===== src/rtl/moonbase_io_pkg.sv =====
`default_nettype none
// ----------------------------------------------------------------------------
// moonbase_io_pkg : register map, control bits and read-lane helper
// Rev 1.0
// ----------------------------------------------------------------------------
package moonbase_io_pkg;

  localparam logic [3:0] OFF_GPIO_OUT   = 4'd0;
  localparam logic [3:0] OFF_TMR_RELOAD = 4'd1;
  localparam logic [3:0] OFF_TMR_CTRL   = 4'd2;
  localparam logic [3:0] OFF_GIN0       = 4'd1;
  localparam logic [3:0] OFF_GIN1       = 4'd2;
  localparam logic [3:0] OFF_GIN2       = 4'd3;
  localparam logic [3:0] OFF_GIN3       = 4'd4;
  localparam logic [3:0] OFF_STATUS     = 4'd5;
  localparam logic [3:0] OFF_CNT0       = 4'd6;
  localparam logic [3:0] OFF_CNT1       = 4'd7;
  localparam logic [3:0] OFF_CNT2       = 4'd8;
  localparam logic [3:0] OFF_CNT3       = 4'd9;

  localparam int CTRL_EN  = 0;
  localparam int CTRL_CLR = 1;

  typedef enum logic {
    PH_HI = 1'b0,
    PH_LO = 1'b1
  } nib_phase_e;

  // Selects 2-bit lane idx (0 = bits [1:0]) of a byte.
  function automatic logic [1:0] lane2(input logic [7:0] v, input logic [1:0] idx);
    return v[{idx, 1'b0} +: 2];
  endfunction

endpackage
`default_nettype wire


===== src/rtl/moonbase_io_timer.sv =====
`default_nettype none
// ----------------------------------------------------------------------------
// moonbase_io_timer : prescaled 8-bit reload down-counter with sticky flag
// Rev 1.0
// ----------------------------------------------------------------------------
module moonbase_io_timer #(
  parameter int PRESCALE = 1000
) (
  input  logic       clk,
  input  logic       reset,
  input  logic       reload_we,
  input  logic [7:0] reload_wdata,
  input  logic       ctrl_we,
  input  logic       ctrl_en,
  input  logic       ctrl_clr,
  output logic       enable,
  output logic       flag,
  output logic [7:0] count,
  output logic       tick
);

  localparam logic [15:0] PRE_MAX = 16'(PRESCALE - 1);

  logic [15:0] pre_q, pre_d;
  logic [7:0]  count_q, count_d;
  logic [7:0]  reload_q, reload_d;
  logic        en_q, en_d;
  logic        flag_q, flag_d;
  logic        tick_q, tick_d;
  logic        wrap;
  logic        expire;

  assign wrap   = en_q && (pre_q == PRE_MAX);
  // A reload write on the expiry edge cancels the expiry entirely.
  assign expire = wrap && (count_q == 8'd0) && !reload_we;

  always_comb begin
    pre_d    = pre_q;
    count_d  = count_q;
    reload_d = reload_q;
    en_d     = en_q;
    flag_d   = flag_q;
    tick_d   = expire;

    if (reload_we) begin
      reload_d = reload_wdata;
      count_d  = reload_wdata;
      pre_d    = '0;
    end else if (en_q) begin
      pre_d = wrap ? '0 : pre_q + 16'd1;
      if (wrap) count_d = (count_q == 8'd0) ? reload_q : count_q - 8'd1;
    end

    if (ctrl_we) begin
      en_d = ctrl_en;
      if (ctrl_clr) flag_d = 1'b0;
    end
    if (expire) flag_d = 1'b1;
  end

  always_ff @(posedge clk or posedge reset) begin
    if (reset) begin
      pre_q    <= '0;
      count_q  <= 8'hFF;
      reload_q <= 8'hFF;
      en_q     <= 1'b0;
      flag_q   <= 1'b0;
      tick_q   <= 1'b0;
    end else begin
      pre_q    <= pre_d;
      count_q  <= count_d;
      reload_q <= reload_d;
      en_q     <= en_d;
      flag_q   <= flag_d;
      tick_q   <= tick_d;
    end
  end

  assign enable = en_q;
  assign flag   = flag_q;
  assign count  = count_q;
  assign tick   = tick_q;

endmodule
`default_nettype wire


===== src/rtl/moonbase_io_expander.sv =====
`default_nettype none
// ----------------------------------------------------------------------------
// moonbase_io_expander : nibble-paired CPU I/O peripheral (GPIO + optional
// timer, enabled by defining MOONBASE_IO_TIMER_EN).  Rev 1.0
// ----------------------------------------------------------------------------
module moonbase_io_expander
  import moonbase_io_pkg::*;
#(
  parameter logic [2:0] BASE_ADDR   = 3'b111,
  parameter int         PRESCALE    = 1000,
  parameter int         SYNC_STAGES = 2
) (
  input  logic       clk,
  input  logic       reset,
  input  logic [7:0] bus_out,
  output logic [1:0] dev_data,
  output logic [7:0] gpio_out,
  input  logic [7:0] gpio_in,
  output logic       timer_tick
);

  if ((PRESCALE < 1) || (PRESCALE > 65535)) begin : g_bad_prescale
    $error("moonbase_io_expander: PRESCALE out of range");
  end
  if ((SYNC_STAGES < 2) || (SYNC_STAGES > 3)) begin : g_bad_sync
    $error("moonbase_io_expander: SYNC_STAGES out of range");
  end

  logic [6:0]                   addr_q, addr_d;
  logic [3:0]                   hi_q, hi_d;
  nib_phase_e                   phase_q, phase_d;
  logic [7:0]                   gpio_q, gpio_d;
  logic [SYNC_STAGES-1:0][7:0]  sync_q, sync_d;

  logic       strobe, sel, wr_cyc, commit;
  logic [3:0] off;
  logic [7:0] wbyte, gin;
  logic [1:0] rd_data;

  assign strobe = bus_out[7];
  assign sel    = (addr_q[6:4] == BASE_ADDR);
  assign off    = addr_q[3:0];
  assign wr_cyc = !strobe && !bus_out[4] && sel;
  assign commit = wr_cyc && (phase_q == PH_LO);
  assign wbyte  = {hi_q, bus_out[3:0]};
  assign gin    = sync_q[SYNC_STAGES-1];

  always_comb begin
    addr_d  = addr_q;
    hi_d    = hi_q;
    phase_d = phase_q;
    gpio_d  = gpio_q;
    if (strobe) begin
      addr_d  = bus_out[6:0];
      phase_d = PH_HI;
    end else if (wr_cyc) begin
      if (phase_q == PH_HI) begin
        hi_d    = bus_out[3:0];
        phase_d = PH_LO;
      end else begin
        phase_d = PH_HI;
      end
    end
    if (commit && (off == OFF_GPIO_OUT)) gpio_d = wbyte;
  end

  always_comb begin
    sync_d    = sync_q;
    sync_d[0] = gpio_in;
    for (int i = 1; i < SYNC_STAGES; i++) sync_d[i] = sync_q[i-1];
  end

  always_ff @(posedge clk or posedge reset) begin
    if (reset) begin
      addr_q  <= '0;
      hi_q    <= '0;
      phase_q <= PH_HI;
      gpio_q  <= '0;
      sync_q  <= '0;
    end else begin
      addr_q  <= addr_d;
      hi_q    <= hi_d;
      phase_q <= phase_d;
      gpio_q  <= gpio_d;
      sync_q  <= sync_d;
    end
  end

`ifdef MOONBASE_IO_TIMER_EN
  logic       tmr_en, tmr_flag;
  logic [7:0] tmr_count;

  moonbase_io_timer #(
    .PRESCALE (PRESCALE)
  ) u_timer (
    .clk          (clk),
    .reset        (reset),
    .reload_we    (commit && (off == OFF_TMR_RELOAD)),
    .reload_wdata (wbyte),
    .ctrl_we      (commit && (off == OFF_TMR_CTRL)),
    .ctrl_en      (wbyte[CTRL_EN]),
    .ctrl_clr     (wbyte[CTRL_CLR]),
    .enable       (tmr_en),
    .flag         (tmr_flag),
    .count        (tmr_count),
    .tick         (timer_tick)
  );
`else
  assign timer_tick = 1'b0;
`endif

  always_comb begin
    rd_data = 2'b00;
    if (sel && !reset) begin
      case (off)
        OFF_GPIO_OUT:                         rd_data = gpio_q[1:0];
        OFF_GIN0, OFF_GIN1, OFF_GIN2, OFF_GIN3: rd_data = lane2(gin, off[1:0] - 2'd1);
`ifdef MOONBASE_IO_TIMER_EN
        OFF_STATUS:                           rd_data = {tmr_flag, tmr_en};
        OFF_CNT0, OFF_CNT1, OFF_CNT2, OFF_CNT3: rd_data = lane2(tmr_count, off[1:0] - 2'd2);
`endif
        default:                              rd_data = 2'b00;
      endcase
    end
  end

  assign dev_data = rd_data;
  assign gpio_out = gpio_q;

endmodule
`default_nettype wire


===== config.mk =====
export PLATFORM = sky130hd
export DESIGN_NAME = moonbase_io_expander
export DESIGN_NICKNAME = d
export VERILOG_FILES = /design/src/rtl/moonbase_io_pkg.sv /design/src/rtl/moonbase_io_timer.sv /design/src/rtl/moonbase_io_expander.sv
export SDC_FILE = /design/constraint.sdc
export NUM_CORES = 1
export LEC_CHECK = 0
export CORE_UTILIZATION = 28
export DETAILED_ROUTE_END_ITERATION = 8
export PLACE_DENSITY_LB_ADDON = 0.2
export SKIP_CTS_REPAIR_TIMING = 1
export SLEW_MARGIN = 20
export SYNTH_ARGS = -nofsm -noshare
export SYNTH_HDL_FRONTEND = slang
export SYNTH_SLANG_ARGS = --single-unit

===== constraint.sdc =====
create_clock -name clk -period 5.1 [get_ports clk]
set_input_delay 0.51 -clock clk [delete_from_list [all_inputs] [get_ports clk]]
set_output_delay 0.51 -clock clk [all_outputs]
set_load 0.02 [all_outputs]

==> Flow_metrics.wiki, run 1 <==
{| class="wikitable"
! Metric !! Value
|-
| Post-place instance area || about 1700 um^2
|-
| Number of nets at the end of the flow || approximately 140
|-
| Setup clock skew after layout || 9.141 ps
|-
| Global route overflow || 0
|-
| Wire length of the first global-routing pass || 4077 um
|-
| Crit Reg-Reg Startpoint || addr_q[0]
|-
| Fill count || 459
|-
| Number of placement rows || 25
|-
| Cell count after synthesis || 83
|-
| HPWL Detailed || around 1700 um
|-
| Register area || ~900 um^2
|-
| R2R cell count || 5
|-
| Worst Path Required || 4590 ps
|-
| Hold EP || gin[7]
|-
| Area share of the largest cell type after synthesis || 65.51%
|-
| Cell area after layout || approximately 1800 um^2
|-
| Static leakage power || between 0.8 and 0.9 nW
|-
| Cell chosen for the clock root || clkbuf_8
|-
| Via count of the first global-routing pass || 831
|-
| Worst-case clock buffer depth || 2
|-
| Number of ports placed on the die boundary || 29
|-
| Critical Path, Cell by Cell || inv_1 > ha_1 > inv_1 > a2111oi_2 > a22o_1 > clkdlybuf4s50_1
|-
| Hold path cells || 0
|-
| Largest driver fanout on the critical path || 5
|-
| Time the worst path needs with I/O delays and setup || 2888 ps
|-
| Kind of end point of the critical path || output pin
|-
| Skew-Pair Late Insertion Delay || 290 ps
|-
| Sum of routed wire length over all layers || 2369 um
|-
| Placed cells || 176
|-
| Max-slew violation count || 0
|-
| ANT cells || 0
|-
| Cell type contributing the most total cell area after synthesis || dfrtp_1
|-
| Outcome || complete, but fails checks
|-
| Setup TNS Final || 0 ps
|-
| Fin crit share || 56.63%
|-
| Critical path class || reg2out
|-
| Area growth from synthesis to layout || 33.58%
|-
| Beginning of the worst hold path || sync_d[15]
|-
| Final Hold Viols || 0
|-
| Delay of the slowest cell on the worst path || 600 ps
|-
| Worst reg2reg setup slack || roughly 3300 ps
|-
| Arrival time of data at the critical path endpoint || ~2400 ps
|-
| Violations in the final reports || design-rule violations
|-
| Kind of path behind the tightest hold check || reg2reg
|-
| Vias after detailed routing || 768
|-
| TritonCTS clock tree || yes
|-
| TritonCTS buffer count || 5
|-
| Die Y || 72.08 um
|-
| Global placement routability congestion || 0.6850
|-
| Footprint of the multi-input gates || ~450 um^2
|-
| Max VDD drop || between 100 and 150 uV
|-
| Register bit total from synthesis || 36
|-
| Clock slew seen by the registers of the worst setup and hold paths || roughly 80 ps
|-
| Number of unique standard cell types used by synthesis || 20
|-
| WL/cell || 12.88 um
|-
| Post-synthesis sequential area ratio || 65.51%
|-
| Die outline width || 72.08 um
|-
| Count of buffers inserted at the top-level ports || 27
|-
| Non-filler cells in the finished layout || 184
|-
| Synthesized area divided by synthesized cell count || 16.57 um^2
|-
| Clock Sinks || 36
|-
| TritonRoute pass-1 iters || 5
|-
| Syn Std Cell Area || approximately 1400 um^2
|-
| Die Footprint || 5196 um^2
|-
| Worst max-slew margin expressed relative to the limit || 63.12%
|-
| Area of the placeable core || 4723 um^2
|-
| Initial standard-cell utilization of the core || 29.11%
|-
| Largest net degree at the start of global routing || 37
|-
| Cell occurring most often along the worst timing path || inv_1
|-
| Critical Path Start Type || register
|-
| Worst Max-Slew Pin Slew || 551.5 ps
|-
| RSZ-0062 raised after global routing || false
|-
| Fraction of layout cells with a size suffix above 1 || between 20% and 30%
|-
| Reg2reg end || gpio_out[7]
|-
| Synthesized netlist net count || about 110
|-
| Antenna violations before repair || 0
|-
| Cell at the slowest stage of the critical path || clkdlybuf4s50_1
|-
| ANT nets after route || 0
|-
| Maximum clock frequency || 346.2 MHz
|-
| Number of DRC violations after detailed routing || 2
|-
| Number of maximum-capacitance constraint violations || 0
|-
| Final setup fails || 0
|-
| Iteration-0 DRC count of the detailed router || 41
|-
| Global-route total usage across every layer || 10.70%
|-
| Warnings from Yosys || 0
|-
| Areal power density over the cells || 341.2 nW/um^2
|-
| H-Tree Depth || 2
|-
| Area contributors post-synth || dfrtp_1 66%, mux2_2 14%, ha_1 4.5%
|-
| Vias per std cell || 4.174
|}
[worst max-delay path: cells and delay by family (launching register included)]
kind	cells	cell delay (ps)
buffers and inverters	3	830
DFF	1	450
AOI/OAI and AO/OA	2	620
adders and majority gates	1	190
[placed cells by master (no fill, tap or decap), types with 2 or more instances in the layout]
cell type	n
clkdlybuf4s50_1	27
inv_1	4
o21ai_0	2
ha_1	5
nor4_1	2
mux4_2	2
dfrtp_1	36
clkbuf_8	5
nand2_1	2
mux2_2	17
a22o_1	2
[power breakdown]
part | switching, mW | total (mW) | internal (mW) | leakage [nW]
clock | 0.0997 | 0.244 | 0.145 | 0.0541
combinational | 0.0234 | 0.0582 | 0.0347 | 0.307
sequential | 0.0150 | 0.324 | 0.309 | 0.444
total | 0.138 | 0.627 | 0.489 | 0.805
[sequential cells by signal (all words and copies together), names as in the netlist]
| register | flops |
|---|---|
| phase_q | 1 |
| addr_q | 7 |
| gin | 8 |
| gpio_out | 8 |
| sync_d | 8 |
| hi_q | 4 |
[per-layer routing]
layer / part of all wire [%] / vias up / global-route usage (%)
met3: 4.0 / 5 / 3.611
li1: - / 353 / -
met5: 0 / - / 0
met4: 2.1 / 0 / 5.882
met2: 50 / 20 / 15.78
met1: 43 / 390 / 13.86
[logic make-up after synthesis]
logic type,synth area share [%]
adder cells (fa/ha/maj),4.550
other,0.2727
XOR/XNOR,0.6371
AND/OR/NAND/NOR,6.824
buffers and inverters,1.910
AO/OA/AOI/OAI,3.094
multiplexers,17.20
flip-flops,65.51
[metrics by stage]
step                total power, mW  setup WS (ps)  utilization (%)  hold slack (ps)
floorplan                    0.3623           3152                -            331.2
global placement             0.3873           2278            36.53            334.6
detailed placement           0.3898           2211            36.53            335.6
CTS                          0.6394           2185            38.89            351.9
global route                 0.6593           2025            38.89            355.2
finish                       0.6268           2212            38.89            348.1
[synth_stat cells]
library cell   n
nand4b_1       1
nor4_1         2
nand4bb_1      1
nand2_1        2
a22o_1         2
a2111oi_2      1
inv_1          4
nor3_2         1
mux2_2        17
conb_1         1
o21ai_0        2
mux4_2         2
nor3_4         1
nor2_1         1
ha_1           5
xor2_1         1
nand4b_4       1
buf_4          1
dfrtp_1       36
clkbuf_1       1
[worst max-delay path by stage]
stage	start	end	slack, ps
after floorplan	addr_q[0]	dev_data[0]	3150
after global placement	reset	dev_data[0]	2280
after detailed placement	reset	dev_data[0]	2210
after CTS	addr_q[0]	dev_data[0]	2190
after global routing	addr_q[0]	dev_data[0]	2020
final	addr_q[0]	dev_data[0]	2210
[area by class of cell]
class | count | share of cell area [%]
Timing Repair Buffer | 28 | 15.12
Sequential cell | 36 | 49.05
Clock inverter | 3 | 2.316
Multi-Input combinational cell | 41 | 24.39
Tap cell | 67 | 4.564
Clock buffer | 5 | 3.747
Inverter | 4 | 0.8174
Power figures use the tool's default switching activity.
==> run 2: changes to the inputs <==
- clock period: 5.1 -> 3 ns (I/O delays scaled with it)
==> run 2 against run 1 <==
Net effect:
- the run still ends with design-rule violations left
- flip-flop and latch count unchanged
- utilization down 0.72 points
- critical path depth unchanged
==> Flow_metrics.wiki, run 2 (synthesis gave the netlist of run 1 again) <==
{| class="wikitable"
! Metric !! Value
|-
| Critical Path Start Type || register (unchanged)
|-
| Antenna violations before repair || 0 (unchanged)
|-
| Number of DRC violations after detailed routing || 2 (unchanged)
|-
| Post-place instance area || 1725 um^2 (unchanged)
|-
| Static leakage power || 0.7920 nW (was 0.8051 nW)
|-
| Number of ports placed on the die boundary || 29 (unchanged)
|-
| Clock Sinks || 36 (unchanged)
|-
| Area growth from synthesis to layout || 31.12% (was 33.58%)
|-
| Kind of end point of the critical path || output pin (unchanged)
|-
| Die outline width || 72.08 um (unchanged)
|-
| Area of the placeable core || 4723 um^2 (unchanged)
|-
| Largest net degree at the start of global routing || 20 (was 37)
|-
| Final setup fails || 0 (unchanged)
|-
| ANT cells || 0 (unchanged)
|-
| TritonRoute pass-1 iters || 5 (unchanged)
|-
| Commonest cells after routing, fill and taps aside || 36 x dfrtp_1, 27 x clkdlybuf4s50_1, 17 x mux2_2 (unchanged)
|-
| WL/cell || 12.96 um (was 12.88 um)
|-
| Worst reg2reg setup slack || 1160 ps (was 3250 ps)
|-
| Vias after detailed routing || 764 (was 768)
|-
| Number of placement rows || 25 (unchanged)
|-
| Sum of routed wire length over all layers || 2372 um (was 2369 um)
|-
| Vias per std cell || 4.175 (was 4.174)
|-
| Skew-Pair Late Insertion Delay || 280 ps (was 290 ps)
|-
| Outcome || complete, but fails checks (unchanged)
|-
| Global route overflow || 0 (unchanged)
|-
| ANT nets after route || 0 (unchanged)
|-
| Worst-case clock buffer depth || 2 (unchanged)
|-
| RSZ-0062 raised after global routing || false (unchanged)
|-
| Count of buffers inserted at the top-level ports || 27 (unchanged)
|-
| Die Y || 72.08 um (unchanged)
|-
| Final Hold Viols || 0 (unchanged)
|-
| Largest driver fanout on the critical path || 5 (unchanged)
|-
| Max VDD drop || 214.3 uV (was 115.2 uV)
|-
| Setup TNS Final || 0 ps (unchanged)
|-
| TritonCTS buffer count || 5 (unchanged)
|-
| HPWL Detailed || 1754 um (was 1698 um)
|-
| Arrival time of data at the critical path endpoint || 2380 ps (about the same)
|-
| Worst Path Required || 2700 ps (was 4590 ps)
|-
| Fraction of layout cells with a size suffix above 1 || 25.86% (was 27.35%)
|-
| Number of maximum-capacitance constraint violations || 0 (unchanged)
|-
| Die Footprint || 5196 um^2 (unchanged)
|-
| H-Tree Depth || 2 (unchanged)
|-
| Areal power density over the cells || 534.0 nW/um^2 (was 341.2 nW/um^2)
|-
| Via count of the first global-routing pass || 817 (was 831)
|-
| Maximum clock frequency || 373.8 MHz
|-
| Max-slew violation count || 0 (unchanged)
|-
| Global placement routability congestion || 0.6880 (was 0.6850)
|-
| Iteration-0 DRC count of the detailed router || 46 (was 41)
|-
| Total Power Consumption || 0.9628 mW (was 0.6268 mW)
|-
| Clock slew seen by the registers of the worst setup and hold paths || 70 ps (was 80 ps)
|-
| Number of nets at the end of the flow || 139 (unchanged)
|-
| Setup clock skew after layout || 5.241 ps (was 9.141 ps)
|-
| Critical path class || reg2out (unchanged)
|-
| Fin crit share || 89.17%
|-
| TritonCTS clock tree || yes (unchanged)
|-
| Cell chosen for the clock root || clkbuf_8 (unchanged)
|-
| Cell area after layout || 1803 um^2 (was 1837 um^2)
|-
| Worst max-slew margin expressed relative to the limit || 55.41% (was 63.12%)
|-
| Kind of path behind the tightest hold check || reg2reg (unchanged)
|-
| Worst Max-Slew Pin Slew || 668.0 ps (was 551.5 ps)
|-
| Wire length of the first global-routing pass || 4008 um (was 4077 um)
|-
| Leading cell type in the layout, fill and taps excluded || dfrtp_1 (unchanged)
|-
| Initial standard-cell utilization of the core || 29.11% (unchanged)
|-
| Time the worst path needs with I/O delays and setup || 2675 ps
|-
| Violations in the final reports || design-rule violations (unchanged)
|-
| Global-route total usage across every layer || 10.61% (was 10.70%)
|}
run 2: changes by cell type in the layout (fill, tap and decap cells not counted), sizes merged:
cell	delta
bufinv	-1
clkbuf	+1
clkinvlp	-1
run 2: critical path, stage by stage, from the launching register on:
cell,delay [ps]
dfrtp_1,460
inv_1,160
ha_1,190
inv_1,60
a2111oi_2,420
a22o_1,210
clkdlybuf4s50_1,600
run 2: path summary, 6_finish.rpt:
kind | from | to | depth (start not counted)
max in group asynchronous | reset | addr_q[2] | 3
max | addr_q[0] | dev_data[0] | 6
max reg2reg | addr_q[0] | gpio_out[3] | 5
min in group asynchronous | reset | addr_q[5] | 2
min reg2reg | sync_d[12] | gin[4] | 0
min | sync_d[12] | gin[4] | 0
run 2: metrics by stage:
stage | instances | util, % | worst slack, ps | hold WS [ps]
floorplan | 83 | - | 1262 | 331.2
global placement | 176 | 36.53 | 596.3 | 336.0
CTS | 183 | 38.17 | 324.8 | 350.6
finish | 183 | 38.17 | 325.0 | 350.1
detailed placement | 176 | 36.53 | 534.0 | 334.7
global route | 183 | 38.17 | 189.3 | 355.5
run 2: layout make-up:
| type | count | area (um^2) |
|---|---|---|
| clock inverter | 1 | 5.005 |
| fill | 440 | 2920 |
| tap | 67 | 83.83 |
| multi-input combinational | 41 | 447.9 |
| inverter | 4 | 15.01 |
| clock buffer | 6 | 72.57 |
| timing repair buffer | 28 | 277.8 |
| sequential | 36 | 900.9 |
run 2: per-layer routing:
metal | routed length (um) | global-route usage (%) | share of wire [%]
met2 | 1069 | 15.26 | 45
met3 | 85 | 3.472 | 3.6
met5 | 0 | 0 | 0
met1 | 1148 | 13.85 | 48
met4 | 68 | 6.536 | 2.9
run 2: power by group:
part	switching [mW]	leakage (nW)	internal, mW
sequential	0.0259	0.444	0.526
combinational	0.0394	0.307	0.0589
clock	0.155	0.0410	0.158
